**config.mk**
```make
export PLATFORM = sky130hd
export DESIGN_NAME = fpga
export DESIGN_NICKNAME = d
export VERILOG_FILES = /design/src/rtl/fpga_pkg.sv /design/src/rtl/fpga_rr_arbiter.sv /design/src/rtl/fpga.sv
export SDC_FILE = /design/constraint.sdc
export NUM_CORES = 1
export LEC_CHECK = 0
export BUFFER_PORTS_ARGS = -buffer_cell sky130_fd_sc_hd__buf_2
export CORE_AREA = 2 2 453 455
export DETAILED_ROUTE_END_ITERATION = 16
export DIE_AREA = 0 0 455 457
export SLEW_MARGIN = 40
export SYNTH_ARGS = -nofsm -noshare
export SYNTH_HDL_FRONTEND = slang
export SYNTH_HIERARCHICAL = 1
export SYNTH_SLANG_ARGS = --single-unit
```
**constraint.sdc**
```tcl
create_clock -name clock -period 7.75 [get_ports clock]
set_input_delay 1.55 -clock clock [delete_from_list [all_inputs] [get_ports clock]]
set_output_delay 1.55 -clock clock [all_outputs]
set_load 0.1 [all_outputs]
```
**src/rtl/fpga_pkg.sv**
```systemverilog
// Shared widths, FSM encoding and CRC-4 helper for the 16-station serial bus.
// The CRC helper is only referenced when FPGA_CRC_GEN_EN is defined.
package fpga_pkg;

    localparam int N_ST    = 16;
    localparam int DATA_W  = 64;
    localparam int ADDR_W  = 4;
    localparam int CRC_W   = 4;
    localparam int HDR_W   = ADDR_W + ADDR_W + DATA_W;
    localparam int FRAME_W = 1 + HDR_W + CRC_W;
    localparam int CNT_W   = 7;

    // x^4 + x + 1 with the implicit x^4 term dropped
    localparam logic [CRC_W-1:0] CRC_POLY = 4'h3;

    typedef enum logic [0:0] {
        IDLE = 1'b0,
        SEND = 1'b1
    } state_t;

    function automatic logic [CRC_W-1:0] crc4_calc(input logic [HDR_W-1:0] msg);
        logic [CRC_W-1:0] crc;
        logic             fb;
        crc = {CRC_W{1'b0}};
        for (int i = HDR_W - 1; i >= 0; i--) begin
            fb  = crc[CRC_W-1] ^ msg[i];
            crc = {crc[CRC_W-2:0], 1'b0};
            if (fb) begin
                crc = crc ^ CRC_POLY;
            end else begin
                crc = crc;
            end
        end
        return crc;
    endfunction

endpackage

```
**src/rtl/fpga_rr_arbiter.sv**
```systemverilog
// Combinational round-robin arbiter: first set request at or after the pointer,
// scanning upward with wrap from the last station back to the first.
module fpga_rr_arbiter
    import fpga_pkg::*;
(
    input  logic [N_ST-1:0] i_req,
    input  logic [3:0]      i_ptr,
    output logic            o_valid,
    output logic [3:0]      o_idx
);

    logic [3:0] w_pos;

    // Priority scan starting at the pointer; the 4-bit add provides the wrap.
    always_comb begin
        o_valid = 1'b0;
        o_idx   = 4'd0;
        w_pos   = 4'd0;
        for (int i = 0; i < N_ST; i++) begin
            w_pos = i_ptr + 4'(i);
            if (!o_valid && i_req[w_pos]) begin
                o_valid = 1'b1;
                o_idx   = w_pos;
            end else begin
                o_valid = o_valid;
            end
        end
    end

endmodule

```
**src/rtl/fpga.sv**
```systemverilog
// 16-station shared serial bus: round-robin grant, 77-bit frame shifted MSB-first.
// Build option FPGA_CRC_GEN_EN replaces the CRCn inputs with an internal CRC-4.
module fpga
    import fpga_pkg::*;
(
    input  logic                clock,
    input  logic                reset_n,
    input  logic [N_ST-1:0]     mod,
    input  logic [DATA_W-1:0]   Data1, Data2, Data3, Data4, Data5, Data6, Data7, Data8,
    input  logic [DATA_W-1:0]   Data9, Data10, Data11, Data12, Data13, Data14, Data15, Data16,
    input  logic [ADDR_W-1:0]   receiverAddr1, receiverAddr2, receiverAddr3, receiverAddr4,
    input  logic [ADDR_W-1:0]   receiverAddr5, receiverAddr6, receiverAddr7, receiverAddr8,
    input  logic [ADDR_W-1:0]   receiverAddr9, receiverAddr10, receiverAddr11, receiverAddr12,
    input  logic [ADDR_W-1:0]   receiverAddr13, receiverAddr14, receiverAddr15, receiverAddr16,
    input  logic [CRC_W-1:0]    CRC1, CRC2, CRC3, CRC4, CRC5, CRC6, CRC7, CRC8,
    input  logic [CRC_W-1:0]    CRC9, CRC10, CRC11, CRC12, CRC13, CRC14, CRC15, CRC16,
    output logic                bus_show
);

    logic [DATA_W-1:0]  w_data   [N_ST];
    logic [ADDR_W-1:0]  w_addr   [N_ST];
    logic [CRC_W-1:0]   w_crc_in [N_ST];

    assign w_data   = '{Data1, Data2, Data3, Data4, Data5, Data6, Data7, Data8,
                        Data9, Data10, Data11, Data12, Data13, Data14, Data15, Data16};
    assign w_addr   = '{receiverAddr1, receiverAddr2, receiverAddr3, receiverAddr4,
                        receiverAddr5, receiverAddr6, receiverAddr7, receiverAddr8,
                        receiverAddr9, receiverAddr10, receiverAddr11, receiverAddr12,
                        receiverAddr13, receiverAddr14, receiverAddr15, receiverAddr16};
    assign w_crc_in = '{CRC1, CRC2, CRC3, CRC4, CRC5, CRC6, CRC7, CRC8,
                        CRC9, CRC10, CRC11, CRC12, CRC13, CRC14, CRC15, CRC16};

    state_t              r_state;
    state_t              w_state_nxt;
    logic                r_bus;
    logic                w_bus_nxt;
    logic [FRAME_W-1:0]  r_shift;
    logic [FRAME_W-1:0]  w_shift_nxt;
    logic [CNT_W-1:0]    r_cnt;
    logic [CNT_W-1:0]    w_cnt_nxt;
    logic [3:0]          r_ptr;
    logic [3:0]          w_ptr_nxt;
    logic                w_gnt_valid;
    logic [3:0]          w_gnt_idx;
    logic [HDR_W-1:0]    w_hdr;
    logic [CRC_W-1:0]    w_crc;
    logic [FRAME_W-1:0]  w_frame;

    fpga_rr_arbiter u_arb (
        .i_req   (mod),
        .i_ptr   (r_ptr),
        .o_valid (w_gnt_valid),
        .o_idx   (w_gnt_idx)
    );

    // Winner's frame: start bit, sender address (index), receiver, payload, CRC.
    always_comb begin
        w_hdr = {w_gnt_idx, w_addr[w_gnt_idx], w_data[w_gnt_idx]};
`ifdef FPGA_CRC_GEN_EN
        w_crc = crc4_calc(w_hdr);
`else
        w_crc = w_crc_in[w_gnt_idx];
`endif
        w_frame = {1'b1, w_hdr, w_crc};
    end

    // State register.
    always_ff @(posedge clock) begin
        if (!reset_n) begin
            r_state <= IDLE;
        end else begin
            r_state <= w_state_nxt;
        end
    end

    // Next-state logic.
    always_comb begin
        w_state_nxt = r_state;
        case (r_state)
            IDLE:    w_state_nxt = w_gnt_valid ? SEND : IDLE;
            SEND:    w_state_nxt = (r_cnt == {CNT_W{1'b0}}) ? IDLE : SEND;
            default: w_state_nxt = IDLE;
        endcase
    end

    // Datapath next values; the start bit goes out on the grant edge, so the
    // shifter holds the remaining 76 bits left-aligned.
    always_comb begin
        w_bus_nxt   = 1'b0;
        w_shift_nxt = r_shift;
        w_cnt_nxt   = r_cnt;
        w_ptr_nxt   = r_ptr;
        case (r_state)
            IDLE: begin
                if (w_gnt_valid) begin
                    w_bus_nxt   = 1'b1;
                    w_shift_nxt = {w_frame[FRAME_W-2:0], 1'b0};
                    w_cnt_nxt   = CNT_W'(FRAME_W - 1);
                    w_ptr_nxt   = w_gnt_idx + 4'd1;
                end else begin
                    w_bus_nxt   = 1'b0;
                end
            end
            SEND: begin
                if (r_cnt == {CNT_W{1'b0}}) begin
                    w_bus_nxt   = 1'b0;
                end else begin
                    w_bus_nxt   = r_shift[FRAME_W-1];
                    w_shift_nxt = {r_shift[FRAME_W-2:0], 1'b0};
                    w_cnt_nxt   = r_cnt - 7'd1;
                end
            end
            default: w_bus_nxt = 1'b0;
        endcase
    end

    // Datapath registers.
    always_ff @(posedge clock) begin
        if (!reset_n) begin
            r_bus   <= 1'b0;
            r_shift <= {FRAME_W{1'b0}};
            r_cnt   <= {CNT_W{1'b0}};
            r_ptr   <= 4'd0;
        end else begin
            r_bus   <= w_bus_nxt;
            r_shift <= w_shift_nxt;
            r_cnt   <= w_cnt_nxt;
            r_ptr   <= w_ptr_nxt;
        end
    end

    assign bus_show = r_bus;

endmodule

```
# --- Yosys cells after proc, flatten, opt, wreduce, memory -nomap -nowiden ---
# Cells that the tools add are included.
op_classes:
  n_addsub: 17
  magnitude_cmp: 17
  eq_ne: 2
  muxes: 84
  bitwise_logic: 2
  n_reduce_logical: 33
op_table:
  columns: ["op", "count"]
  rows:
  - ["64-bit binary-select mux with 4-bit select", 1]
  - ["77-bit two-way mux", 2]
  - ["77-bit one-hot mux with 2 select lines", 1]
  - ["64-bit two-way mux", 2]
  - ["4-bit by 5-bit < comparator with 1-bit output, second input constant", 16]
  - ["4-bit two-way mux", 20]
  - ["1-bit binary-select mux with 4-bit select", 16]
  - ["1-bit two-way mux", 35]
  - ["4-bit adder, second input constant", 8]
  - ["4-bit binary-select mux with 4-bit select", 2]
  - ["4-bit by 3-bit adder with 4-bit output, second input constant", 4]
  - ["1-bit logical AND", 15]
  - ["1-bit zero test", 15]
  - ["7-bit two-way mux", 2]
  - ["7-bit one-hot mux with 2 select lines", 1]
  - ["4-bit by 1-bit adder with 4-bit output, second input constant", 2]
  - ["4-bit by 2-bit adder with 4-bit output, second input constant", 2]
  - ["7-bit zero test", 1]
  - ["7-bit by 1-bit subtractor with 7-bit output, second input constant", 1]
  - ["5-bit >= comparator, second input constant", 1]
  - ["4-bit inverter with 5-bit output", 1]
  - ["1-bit one-hot mux with 2 select lines", 2]
  - ["2-bit AND reduction", 2]
  - ["2-bit by 1-bit != test with 1-bit output, second input constant", 1]
  - ["2 further kinds", 2]
word_totals:
  reg_bits: 90
  inputBits: 1170
  wordCells: 160

# --- Logic depth before layout (Yosys ltp) ---
depth:
  ltp_word: 54
  mapped_depth: 24
  mapped_depth_nobuf: 15

# --- By module ---
# The synthesis kept the hierarchy.
by_module_without_submodules:
  columns: ["mod", "n_inst", "cells_each", "area_per_inst_um2"]
  rows:
  - ["fpga", 1, 1076, 12806.0]
  - ["fpga_rr_arbiter", 1, 247, 2087.0]

# --- Worst setup path after synthesis ---
# No wires, ideal clock.
synth_path:
  path_kind: "input-to-reg"
  start: "input port mod[15]"
  end: "register r_shift[17]"
  arrival_ps: 5485
  t_required_ps: 7633
  setup_slack_ps: 2148
  stages: 17
  n_path_buf: 4
  path_cell_list: "mux4_2 mux2_2 mux2i_1 nand2b_1 clkbuf_1 nor4_4 nand3_2 or4_1 and2_0 a22oi_1 buf_2 buf_2 clkbuf_1 mux4_2 mux2i_1 nand2_1 a22o_1"
synth_between:
  elab_chain_len: 54
synth_rtl:
  columns: ["element", "line_no", "rtl"]
  rows:
  - ["start, declared", "fpga.sv:8", "input logic [N_ST-1:0] mod,"]
  - ["1-bit binary-select mux with 4-bit select", "fpga_rr_arbiter.sv:21", "if (!o_valid && i_req[w_pos]) begin"]
  - ["1-bit two-way mux (not written as such)", "fpga_rr_arbiter.sv:21", null]
  - ["1-bit two-way mux", "fpga_rr_arbiter.sv:21", null]
  - ["1-bit zero test", "fpga_rr_arbiter.sv:21", null]
  - ["1-bit logical AND", "fpga_rr_arbiter.sv:21", null]
  - ["1-bit two-way mux", "fpga_rr_arbiter.sv:21", null]
  - ["1-bit zero test", "fpga_rr_arbiter.sv:21", null]
  - ["1-bit logical AND", "fpga_rr_arbiter.sv:21", null]
  - ["(+38 left out)", null, null]
  - ["1-bit logical AND", "fpga_rr_arbiter.sv:21", null]
  - ["4-bit two-way mux (*)", "fpga_rr_arbiter.sv:21", null]
  - ["named net w_gnt_idx[3]", "fpga.sv:44", "logic [3:0] w_gnt_idx;"]
  - ["4-bit inverter with 5-bit output (not written as such) (*)", "fpga.sv:58", "w_hdr = {w_gnt_idx, w_addr[w_gnt_idx], w_data[w_gnt_idx]};"]
  - ["64-bit binary-select mux with 4-bit select (*)", "fpga.sv:58", null]
  - ["64-bit two-way mux (not written as such) (*) (2 in series)", "fpga.sv:58", null]
  - ["77-bit two-way mux (*)", "fpga.sv:95", "if (w_gnt_valid) begin"]
  - ["77-bit one-hot mux with 2 select lines (*)", "fpga.sv:93", "case (r_state)"]
  - ["end signal, assigned", "fpga.sv:121", "r_shift <= {FRAME_W{1'b0}};"]
  - ["end signal, assigned", "fpga.sv:126", "r_shift <= w_shift_nxt;"]
  - ["end, declared", "fpga.sv:37", "logic [FRAME_W-1:0] r_shift;"]
# The timed path passes the listed nets; every way through them passes the cells marked *. The select of a mux whose other input is x is not followed.
# A chain may end at the register's enable or synchronous reset.

# --- Worst setup path in the final report ---
layout_path:
  start: "input port mod[5]"
  end: "register r_shift[15]"
# Same word-level chain as after synthesis.

==> summary.md <==
| Metric | Value |
|---|---|
| Status | `finished clean` |
| Initial antenna violation count | `248` |
| Ys flop type | `dfxtp_1` |
| Avg Inst Size Synth | `11.3 um2` |
| Worst skew pair latency | `470 ps` |
| CP cell instances | `buf_2 > mux4_2 > mux2_2 > mux2i_2 > nand3_4 > nor4_4 > and2_1 > nand3_1 > nor3b_1 > a31oi_4 > buf_12 > buf_12 > mux4_2 > nor2b_1 > a211oi_1 > o41ai_1` |
| Leading post-synthesis cells by cell area | `mux4_2, dfxtp_1, mux2i_1` |
| Crit Path Class | `input port to flip-flop` |
| Most common cell after layout, fill and taps aside | `buf_2` |
| Synth Net Count | `2503` |
| Seq/Total Area, Yosys | `12.0%` |
| Final #Nets | `3662` |
| Clock slew at reported path FFs | `110 ps` |
| GRT overflow | `0` |
| Post-route ant nets | `0` |
| Largest area contributor in the netlist | `mux4_2` |
| Final setup viols | `0` |
| Num CTS Buffers | `9` |
| Total GRT Usage | `17.2%` |
| Critical path fanouts, max | `30` |
| Core Footprint | `203000 um2` |
| Routability Congestion | `1.01` |
| Synth cell types | `72` |
| CTS sink cnt | `89` |
| Static Leak | `0.0100 uW` |
| Hold Fails Final Rpt | `0` |
| Vias per inst | `3.78` |
| Minimum clock period | `6510 ps` |
| CTS tree | `built` |
| Global-route wire length before repair | `227000 um` |
| Via count | `19847` |
| Max incr delay on CP | `570 ps` |
| Max-Cap Viols | `0` |
| Drt drc | `0` |
| Endpoint type of the worst setup path | `flip-flop` |
| EDFF count, synth | `0` |
| Row cnt | `166` |
| Worst hold path type | `flip-flop to flip-flop` |
| Total Wirelength | `186000 um` |
| Crit path required time | `8070 ps` |
| Asr flop ratio synth | `0%` |
| Die area | `208000 um2` |
| Seq cells post-synth | `89` |
| WHS | `447 ps` |
| Power per cell area | `673 nW/um2` |
| Number of global-route vias before repair | `19700` |
| Synth Instances | `1323` |
| Final Skew | `44.6 ps` |
| Fin crit share | `84.0%` |
| RSZ-0062 raised after global routing | `no` |
| Worst-margin pin slew | `783 ps` |
| DRT iter0 DRCs | `1772` |
| Die Span Y | `457 um` |
| Arrival time worst endpoint | `6840 ps` |
| # Post-CTS Setup Buffers | `0` |
| Initial Utilization | `7.32%` |
| Ys Warns | `6` |
| Die width | `455 um` |
| Post-DP HPWL | `165000 um` |
| Slew Limit Fails | `0` |
| Final Cell Area | `25200 um2` |
| CP Launch Type | `input port` |
| PortBufs | `1170` |
| Area delta synth->final | `69.3%` |
| Post-DP Area | `24700 um2` |
| Most frequent cells in the layout | `buf_2, mux4_2, nand2_1, buf_4, a211oi_1` |
| I/O pins | `1171` |
| Drt wl/cell | `35.4 um` |
| Area share of the largest cell type after synthesis | `46.1%` |
| CP max stage cell | `mux4_2` |
| Fmax | `154 MHz` |
| Max VDD drop | `424 uV` |
| DRT Pass-1 Iters | `5` |
| Largest net degree at the start of global routing | `51` |
| Deepest clock path buffer count | `2` |
| CTS resizes | `0` |
| Layout cells sized above 1 | `67.4%` |
| Clock tree root buffer cell | `clkbuf_16` |
| Filler cell count | `23249` |
| H-tree depth | `3` |
| CTS Hold Bufs | `0` |
| Mapped cell area | `14900 um2` |
| Rel. slew slack | `47.4%` |
| Total power | `17000 uW` |
cells by family after synthesis:
kind of cell             Yosys count  synth area share, %
AO/OA/AOI/OAI                    347                 16.9
XOR/XNOR                          13                0.765
AND/OR/NAND/NOR                  276                 9.53
buffers and inverters            169                 5.99
adder cells (fa/ha/maj)           10                0.840
multiplexers                     419                 54.0
flip-flops                        89                 12.0
worst max-delay path, delay by kind of cell:
family | cells | cell delay, ps
buffers and inverters | 3 | 680
and+or+nand+nor | 6 | 1540
AOI/OAI and AO/OA | 3 | 1060
muxes | 4 | 1900
through the flow:
step	TNS, ps	util, %	instances	setup WS (ps)
after floorplan	0	-	1323	2150
after global placement	-214	12.1	5155	-214
after detailed placement	0	12.2	5159	678
after CTS	0	12.3	5175	1120
after global routing	0	12.4	5223	765
final	0	12.4	5257	1240
layer usage:
metal | wire, um | vias to the layer above | part of all wire [%] | GRT usage, %
met5 | 639 | - | 0.34 | 0
met4 | 6320 | 100 | 3.4 | 5.16
met3 | 16400 | 449 | 8.8 | 5.60
met2 | 92100 | 1390 | 49 | 30.0
met1 | 70800 | 9910 | 38 | 19.7
li1 | - | 7998 | - | -
final timing paths:
check / from / endpoint / slack (ps) / cells past startpoint
max: mod[5] / r_shift[15] / 1240 / 16
min: r_shift[60] / r_shift[60] / 450 / 2
max reg2reg: r_ptr[0] / r_shift[15] / 1310 / 16
min reg2reg: r_shift[60] / r_shift[60] / 450 / 2
state kept, by name, summed over array words and instances, names as in the netlist:
signal,cells
r_shift,76
r_cnt,7
r_ptr,4
bus_show,1
r_state,1
final cells by class:
cell class	instances	area, um2	share of cell area, %
inverter	13	50.0	0.199
antenna	82	205	0.814
sequential	89	1780	7.07
clock buffer	9	225	0.893
multi-input combinational	1065	12400	49.0
timing repair buffer	1304	7170	28.4
clock inverter	7	62.6	0.248
tap	2688	3360	13.3
synth_stat cells, types with 5 or more instances:
master and n:
nand3_1 12, o41ai_1 38, o21ai_0 43, mux2i_1 94, nor2_1 27, o31ai_1 7, a22o_1 31, a221o_1 5
clkbuf_1 70, a21oi_1 62, xor2_1 5, ha_1 10, buf_4 19, a31oi_1 5, buf_1 8, buf_6 18
and3_1 5, xnor2_1 8, inv_1 11, nor2b_1 83, mux2_2 16, nand2_1 112, a211oi_1 111, mux4_2 305
buf_2 41, o21ai_1 5, dfxtp_1 89
power by group:
part / switching, uW / internal, uW
Sequential: 184 / 640
Combinational: 8370 / 7220
Clock: 328 / 227
Note: power is estimated with default switching activity, not from simulation.
